--- src/rtl/alu_arb_pkg.sv ---
// Shared types and constants for the two-client ALU arbiter.
package alu_arb_pkg;

  localparam int unsigned DefaultWidth = 16;
  localparam int unsigned DefaultOpw   = 4;

  // Sequencer states: accept, ALU sampling cycle, result capture
  typedef enum logic [1:0] {
    StIdle,
    StExec,
    StCapt
  } state_e;

  // ALU opcodes
  localparam logic [3:0] OpAdd  = 4'd0;
  localparam logic [3:0] OpSub  = 4'd1;
  localparam logic [3:0] OpSlti = 4'd2;
  localparam logic [3:0] OpAnd  = 4'd3;
  localparam logic [3:0] OpOr   = 4'd4;
  localparam logic [3:0] OpXor  = 4'd5;
  localparam logic [3:0] OpAndi = 4'd6;
  localparam logic [3:0] OpOri  = 4'd7;
  localparam logic [3:0] OpXori = 4'd8;
  localparam logic [3:0] OpAddi = 4'd9;
  localparam logic [3:0] OpSubi = 4'd10;

  // Bit positions inside the 3-bit {overflow, zero, neg} flag vector
  localparam int unsigned FlagNeg  = 0;
  localparam int unsigned FlagZero = 1;
  localparam int unsigned FlagOvf  = 2;

endpackage

--- src/rtl/alu_arb_rr.sv ---
// Combinational two-way round-robin pick. ptr names the preferred client;
// the other client wins only when the preferred one is not requesting.
module alu_arb_rr (
  input  logic [1:0] valid,
  input  logic       ptr,
  output logic [1:0] grant
);

  // One-hot grant from the valids and the preference pointer
  always_comb begin
    grant    = 2'b00;
    grant[0] = valid[0] & (~ptr | ~valid[1]);
    grant[1] = valid[1] & (ptr | ~valid[0]);
  end

endmodule

--- src/rtl/alu_arb.sv ---
// Two-client arbiter/sequencer in front of the shared registered ALU.
// Grants round-robin, issues the operation, waits out the ALU latency and
// returns result and flags as a one-cycle pulse to the granted client.
// Optional: define ALU_ARB_STATS_EN for saturating per-client grant counters.
module alu_arb
  import alu_arb_pkg::*;
#(
  parameter int unsigned WIDTH = DefaultWidth,
  parameter int unsigned OPW   = DefaultOpw
) (
  input  logic             clk,
  input  logic             rst,
`ifdef ALU_ARB_STATS_EN
  output logic [15:0]      grant_cnt0,
  output logic [15:0]      grant_cnt1,
`endif
  input  logic             req0_valid,
  output logic             req0_ready,
  input  logic [OPW-1:0]   req0_codop,
  input  logic [WIDTH-1:0] req0_a,
  input  logic [WIDTH-1:0] req0_b,
  input  logic             req1_valid,
  output logic             req1_ready,
  input  logic [OPW-1:0]   req1_codop,
  input  logic [WIDTH-1:0] req1_a,
  input  logic [WIDTH-1:0] req1_b,
  output logic             rsp0_valid,
  output logic [WIDTH-1:0] rsp0_out,
  output logic [2:0]       rsp0_flags,
  output logic             rsp1_valid,
  output logic [WIDTH-1:0] rsp1_out,
  output logic [2:0]       rsp1_flags,
  output logic [OPW-1:0]   alu_codop,
  output logic [WIDTH-1:0] alu_a,
  output logic [WIDTH-1:0] alu_b,
  input  logic [WIDTH-1:0] alu_out,
  input  logic             alu_neg,
  input  logic             alu_zero,
  input  logic             alu_overflow
);

  state_e     state_q, state_d;
  logic       ptr_q, ptr_d;
  logic       gid_q;      // client owning the in-flight operation
  logic [1:0] pick;
  logic [1:0] hs;         // one-hot handshake this cycle
  logic [2:0] alu_flags;
  logic       capt;

  alu_arb_rr u_rr (
    .valid ({req1_valid, req0_valid}),
    .ptr   (ptr_q),
    .grant (pick)
  );

  // Next state, handshake decode and pointer rotation
  always_comb begin
    state_d = state_q;
    ptr_d   = ptr_q;
    hs      = 2'b00;
    unique case (state_q)
      StIdle: begin
        // Reset suppresses acceptance so no handshake is lost on the reset edge
        hs = rst ? 2'b00 : pick;
        if (hs != 2'b00) begin
          state_d = StExec;
          ptr_d   = hs[0];
        end
      end
      StExec:  state_d = StCapt;
      StCapt:  state_d = StIdle;
      default: state_d = StIdle;
    endcase
  end

  // Ready outputs and flag packing
  always_comb begin
    req0_ready          = hs[0];
    req1_ready          = hs[1];
    capt                = (state_q == StCapt);
    alu_flags           = 3'b000;
    alu_flags[FlagNeg]  = alu_neg;
    alu_flags[FlagZero] = alu_zero;
    alu_flags[FlagOvf]  = alu_overflow;
  end

  // FSM state and round-robin pointer
  always_ff @(posedge clk) begin
    if (rst) begin
      state_q <= StIdle;
      ptr_q   <= 1'b0;
    end else begin
      state_q <= state_d;
      ptr_q   <= ptr_d;
    end
  end

  // Issue registers: load the granted operation, hold it between grants
  always_ff @(posedge clk) begin
    if (rst) begin
      alu_codop <= '0;
      alu_a     <= '0;
      alu_b     <= '0;
      gid_q     <= 1'b0;
    end else if (hs != 2'b00) begin
      alu_codop <= hs[1] ? req1_codop : req0_codop;
      alu_a     <= hs[1] ? req1_a : req0_a;
      alu_b     <= hs[1] ? req1_b : req0_b;
      gid_q     <= hs[1];
    end
  end

  // Response registers: data holds after the pulse, only valid pulses
  always_ff @(posedge clk) begin
    if (rst) begin
      rsp0_valid <= 1'b0;
      rsp1_valid <= 1'b0;
      rsp0_out   <= '0;
      rsp1_out   <= '0;
      rsp0_flags <= '0;
      rsp1_flags <= '0;
    end else begin
      rsp0_valid <= capt & ~gid_q;
      rsp1_valid <= capt & gid_q;
      if (capt && !gid_q) begin
        rsp0_out   <= alu_out;
        rsp0_flags <= alu_flags;
      end
      if (capt && gid_q) begin
        rsp1_out   <= alu_out;
        rsp1_flags <= alu_flags;
      end
    end
  end

`ifdef ALU_ARB_STATS_EN
  logic [15:0] cnt0_q, cnt1_q;

  // Saturating grant counters per client
  always_ff @(posedge clk) begin
    if (rst) begin
      cnt0_q <= '0;
      cnt1_q <= '0;
    end else begin
      if (hs[0] && cnt0_q != 16'hFFFF) cnt0_q <= cnt0_q + 16'd1;
      if (hs[1] && cnt1_q != 16'hFFFF) cnt1_q <= cnt1_q + 16'd1;
    end
  end

  assign grant_cnt0 = cnt0_q;
  assign grant_cnt1 = cnt1_q;
`endif

endmodule

--- config.mk ---
export PLATFORM = sky130hd
export DESIGN_NAME = alu_arb
export DESIGN_NICKNAME = d
export VERILOG_FILES = /design/src/rtl/alu_arb_pkg.sv /design/src/rtl/alu_arb_rr.sv /design/src/rtl/alu_arb.sv
export SDC_FILE = /design/constraint.sdc
export NUM_CORES = 1
export LEC_CHECK = 0
export CAP_MARGIN = 10
export CELL_PAD_IN_SITES_DETAIL_PLACEMENT = 1
export CELL_PAD_IN_SITES_GLOBAL_PLACEMENT = 2
export CORE_MARGIN = 4
export CORE_UTILIZATION = 22
export DETAILED_ROUTE_END_ITERATION = 8
export GPL_ROUTABILITY_DRIVEN = 1
export PLACE_DENSITY = 0.85
export SLEW_MARGIN = 5
export SYNTH_ARGS = -nofsm -noshare
export SYNTH_HDL_FRONTEND = slang
export SYNTH_SLANG_ARGS = --single-unit
--- constraint.sdc ---
create_clock -name clk -period 1.6 [get_ports clk]
set_input_delay 0.24 -clock clk [delete_from_list [all_inputs] [get_ports clk]]
set_output_delay 0.24 -clock clk [all_outputs]
set_load 0.05 [all_outputs]
# [Word level (Yosys, flattened, before mapping)]
# Cells that the tools add are included.
[word_totals] register_bits=80 inputBits=95 output_inout_bits=78
[classes] n_eq_ne=3 n_mux=7 n_bitwise=10 reduce_logical=7
[op_table] operator="$mux W16" count=2
[op_table] operator="$mux W2" count=3
[op_table] operator="$and A1 B1 Y1" count=4
[op_table] operator="$mux W4" count=1
[op_table] operator="$not A1 Y1" count=4
[op_table] operator="$pmux W2 S2" count=1
[op_table] operator="$reduce_bool A2 Y1" count=2
[op_table] operator="$eq A2 B1 Y1 const B" count=1
[op_table] operator="$eq A2 B2 Y1 const B" count=1
[op_table] operator="$logic_and A1 B1 Y1" count=2
[op_table] operator="$logic_not A2 Y1" count=1
[op_table] operator="$ne A2 B2 Y1 const B" count=1
[op_table] operator="$or A1 B1 Y1" count=2
[op_table] operator="$reduce_and A2 Y1" count=1
[op_table] operator="$logic_not A1 Y1" count=1

# [Longest topological paths before layout]
# Gate-level depths: netlist of run 1.
[depth] ltp_word=7 ltp_mapped=6 mapped_depth_nobuf=3

# [Cells and area by module]
# From an unflattened synthesis of run 1, not the netlist that was laid out.
[hier_totals] cells_unflattened=395 hier_area_um2=3393.3
[modules_own_cells] module="alu_arb" instances=1 cells_per_inst=392 area_per_inst_um2=3374.5
[modules_own_cells] module="alu_arb_rr" instances=1 cells_per_inst=3 area_per_inst_um2=18.8

# [Worst setup path after synthesis of run 1]
# OpenSTA, ideal clock, no wires.
[synth_timing] path_kind="register to register" start="reg state_q[1]" end="reg gid_q" setup_time_ns=0.143 arrival_time_ns=1.363 t_required_ns=1.457 slack_ns=0.094 stages_incl_launch_ff=5 period_less_slack_ns=1.506 cell_sequence="dfxtp_1 nor3_2 buf_4 and3_1 o21ai_0"
[synth_via] elab_chain_len=3
[synth_rtl] item="start, declared" line_no="alu_arb.sv:42" rtl="state_e state_q, state_d;"
[synth_rtl] item="start signal, assigned" line_no="alu_arb.sv:90" rtl="state_q <= StIdle;"
[synth_rtl] item="start signal, assigned" line_no="alu_arb.sv:93" rtl="state_q <= state_d;"
[synth_rtl] item="$logic_not A2 Y1" line_no="alu_arb.sv:61" rtl="unique case (state_q)"
[synth_rtl] item="$mux W2" line_no="alu_arb.sv:61"
[synth_rtl] item="named net req0_ready" line_no="alu_arb.sv:18" rtl="output logic req0_ready,"
[synth_rtl] item="$reduce_bool A2 Y1" line_no="alu_arb.sv:105" rtl="end else if (hs != 2'b00) begin"
[synth_rtl] item="end signal, assigned" line_no="alu_arb.sv:109" rtl="gid_q <= hs[1];"
[synth_rtl] item="end, declared" line_no="alu_arb.sv:44" rtl="logic gid_q;"
# The timed path passes the listed nets, and every way through them passes these cells.
# A chain may end at the register's enable or synchronous reset.

# [Worst setup path after layout of run 1]
[layout_timing] start="reg state_q[0]" end="out req0_ready"
[layout_via] elab_chain_len=2
[layout_rtl] item="$logic_not A2 Y1" line_no="alu_arb.sv:61"
[layout_rtl] item="$mux W2" line_no="alu_arb.sv:61"
[layout_rtl] item="end, declared" line_no="alu_arb.sv:18"
# Every way passes these cells.

==> summary.txt, run 1 <==
Pwr
  • Worst vdd ir: 454 uV
  • Int Pwr: 0.00405 W
  • Net Sw Power: 0.00187 W
  • Clock Power Share: 0.351
  • Static leakage: 2.18 nW
  • PwrDens: 990 nW/um^2
  • Combinational cell fraction of total power: 0.279
  • Design Power: 0.00592 W
  • Sw Ratio: 0.316
  • Seq pwr share: 0.370

Die
  • Initial Util: 0.224
  • Top-Level Pins: 173
  • Core area: 15,900 sq um
  • Std-Cell Rows: 46
  • Chip width: 135 um
  • Die area: 18,300 sq um
  • Chip Height: 135 um

Placement
  • Port Buffer Count: 172
  • Final Wtd Congestion: 0.747
  • Placed insts: 774
  • HPWL after DPL: 10.2 mm
  • Post-place setup slack: -0.166 ns

Critical path
  • CP endpoint kind: primary output
  • Critical path class: register to primary output
  • R2r setup slk: -0.03 ns
  • Critical path's top delay family: simple AND/OR/NAND/NOR gates
  • CP arrival: 1.44 ns
  • Critical Path Start: state_q[0]
  • Startpoint Class: register
  • Worst path max stage delay: 0.32 ns
  • Worst r2r path cells: 7
  • R2R Path End: alu_b[1]
  • Slowest stage cell, crit path: dfxtp_2
  • Critical Path Most Common Cell: buf_12
  • RR Startpoint: state_q[0]
  • CP Buf/Inv Count: 3
  • CP cell instances: buf_6 -> nor3_4 -> buf_12 -> and3_4 -> buf_12
  • Crit-path max FO: 4
  • Required time of the critical path: 1.36 ns

Routing
  • # DRC: 0
  • DR WL/cell: 18.3 um
  • WL final: 14.7 mm
  • First DRT Iteration DRCs: 109
  • Post-DRT Antenna Nets: 0
  • Vias per cell: 4.88
  • Vias: 3,913
  • Drt pass-1 iters: 5

Global route
  • Pin count of the biggest net entering global routing: 53
  • Grt total ovfl: 0
  • Initial antenna violation count: 0
  • GR Util All Layers: 0.155
  • Vias in the first global route: 4,209
  • First-pass GRT wire length: 22.5 mm

Timing
  • Fin crit share: 1.05
  • Final min period: 1.68 ns
  • Slew HR: 0.615
  • RSZ-0062 raised after global routing: yes
  • Final Worst Setup Slack: -0.0801 ns
  • Final Max Slew Viols: 0
  • Worst-Margin Slew: 0.578 ns
  • Clock skew: 0.00756 ns
  • Final setup vio count: 6
  • Fmax: 0.595 GHz
  • Final hold vios: 0
  • Total Neg Setup Slack: -0.172 ns

Finish
  • Area delta synth->final: 67.7%
  • N_diodes: 0
  • Layout cell share with drive strength beyond 1: 0.297
  • # nets final: 676
  • Post-route insts no fill: 802
  • Most frequent cells in the layout: 95 x buf_4, 92 x clkdlybuf4s50_1, 79 x dfxtp_1
  • Most common cell after layout, fill and taps aside: buf_4
  • Multi-input logic area: 1780 sq um
  • Fillers: 1,850
  • FF+latch area: 1600 sq um
  • Final Util: 0.376

Synth
  • Top cells by area, synth: dfxtp_1 45%, a21oi_1 10%, a311oi_1 8.8%
  • Post-synth top area cell: dfxtp_1
  • Post-Syn Area per Cell: 8.67 sq um
  • #FFs+latches synth: 80
  • Synth Warn #: 0
  • Mapped cell area: 3560 sq um
  • Cell count after synthesis: 411
  • Ys flop type: dfxtp_1
  • Distinct cell type count after synthesis: 30
  • Share of the synthesized area in the top cell type: 0.449
  • Post-synthesis sequential area ratio: 0.449
  • Post-synth EDFFs: 0
  • Async set-or-reset flop fraction in the synthesized netlist: 0
  • Syn nets: 506

Run status
  • Status: finished with violations
  • Failing checks: setup timing

Min path
  • WHS Endpoint: alu_b[12]
  • Hold depth: 3
  • Hold WC Path Type: input pin to register
  • Hold Startpoint: req1_valid

CTS
  • CTS tree: done
  • CTS buffer count: 9
  • Clock transition at path regs: 0.06 ns
  • Hold-fix buffers, CTS: 0
  • Clock Path Buffers: 2
  • Clock latency on the worst-skew pair: 0.33 ns
  • Clock Tree Root: clkbuf_16
  • TritonCTS Sinks: 80
  • H-tree levels: 3

Flow run
  • Max_cap viols: 0
==> layout make-up <==
| class | count | area share |
|---|---|---|
| flip-flops and latches | 80 | 0.268 |
| repair buffers | 209 | 0.337 |
| multi-input cells | 278 | 0.298 |
| inverters | 3 | 0.00188 |
| well taps | 216 | 0.0452 |
| clock inverters | 5 | 0.00942 |
| clock buffers | 11 | 0.0406 |
==> power by group through the flow <==
stage          Clock [W]  Sequential, W  Combinational (W)
2_1_floorplan          0        0.00259           0.000504
3_3_place_gp           0        0.00223            0.00148
3_5_place_dp           0        0.00223            0.00151
4_1_cts          0.00214        0.00219            0.00160
5_1_grt          0.00223        0.00220            0.00175
6_report         0.00208        0.00219            0.00165
==> state kept, by name (all words and copies together), names as in the netlist <==
register	count
alu_a	16
alu_b	16
rsp0_out	16
rsp1_out	16
alu_codop	4
rsp0_flags	3
rsp1_flags	3
state_q	2
gid_q	1
ptr_q	1
rsp0_valid	1
rsp1_valid	1
==> Yosys cell counts, types with 2 or more instances <==
cell type	number
dfxtp_1	80
nand2_1	78
a21oi_1	74
a311oi_1	36
nand4_1	36
o31ai_1	25
clkbuf_1	20
buf_2	13
o31ai_2	11
buf_6	10
buf_4	5
buf_1	3
inv_1	2
nor2_1	2
==> per-layer routing <==
metal  global-route usage  part of all wire  wire [um]  up-vias
met4               0.0504             0.015        218        0
li1                     -                 -          -     1877
met5                    0                 0          0        -
met1                0.195              0.44       6510     1883
met2                0.264              0.48       7070      136
met3               0.0319             0.062        910       17
==> worst register-to-register path, cell delays in order (launching register included) <==
cell	delay [ns]
dfxtp_2	0.32
buf_6	0.11
nor3_4	0.21
buf_12	0.13
buf_6	0.17
buf_12	0.16
nand4_1	0.14
a311oi_2	0.29
==> stage by stage <==
stage	hold WS, ns	cell area [sq um]
2_1_floorplan	0.376	3560
3_3_place_gp	0.442	5380
3_5_place_dp	0.449	5380
4_1_cts	0.235	5830
5_1_grt	0.268	5980
6_report	0.241	5980
==> kinds of logic (layout without fill, tap and decap cells) <==
group / count (synthesis) / after routing / share of synthesized area
AOI/OAI and AO/OA: 148 / 148 / 0.287
buffers and inverters: 54 / 228 / 0.0878
DFF: 80 / 80 / 0.449
and+or+nand+nor: 129 / 130 / 0.176
==> what timing repair did <==
item	4_1_cts	5_1_grt
cloned	3	1
pin swaps	7	18
buffers inserted	4	4
setup endpoints to repair	8	38
endpoints found under the hold margin	0	0
resized for setup	15	17
==> worst max-delay path by stage <==
stage	end	slack, ns	cells past startpoint
floorplan	gid_q	0.09	4
global placement	alu_a[9]	-0.07	6
detailed placement	alu_b[1]	-0.17	6
CTS	req0_ready	-0.08	5
global route	alu_b[1]	-0.14	7
finish	req0_ready	-0.08	5
No activity file was read; power rests on OpenSTA's default activity.
==> run 2: changes to the inputs <==
- CTS_CLUSTER_DIAMETER: unset -> 40
==> results of run 2 <==
The final DEF is identical to that of run 1; final timing and power are the same.
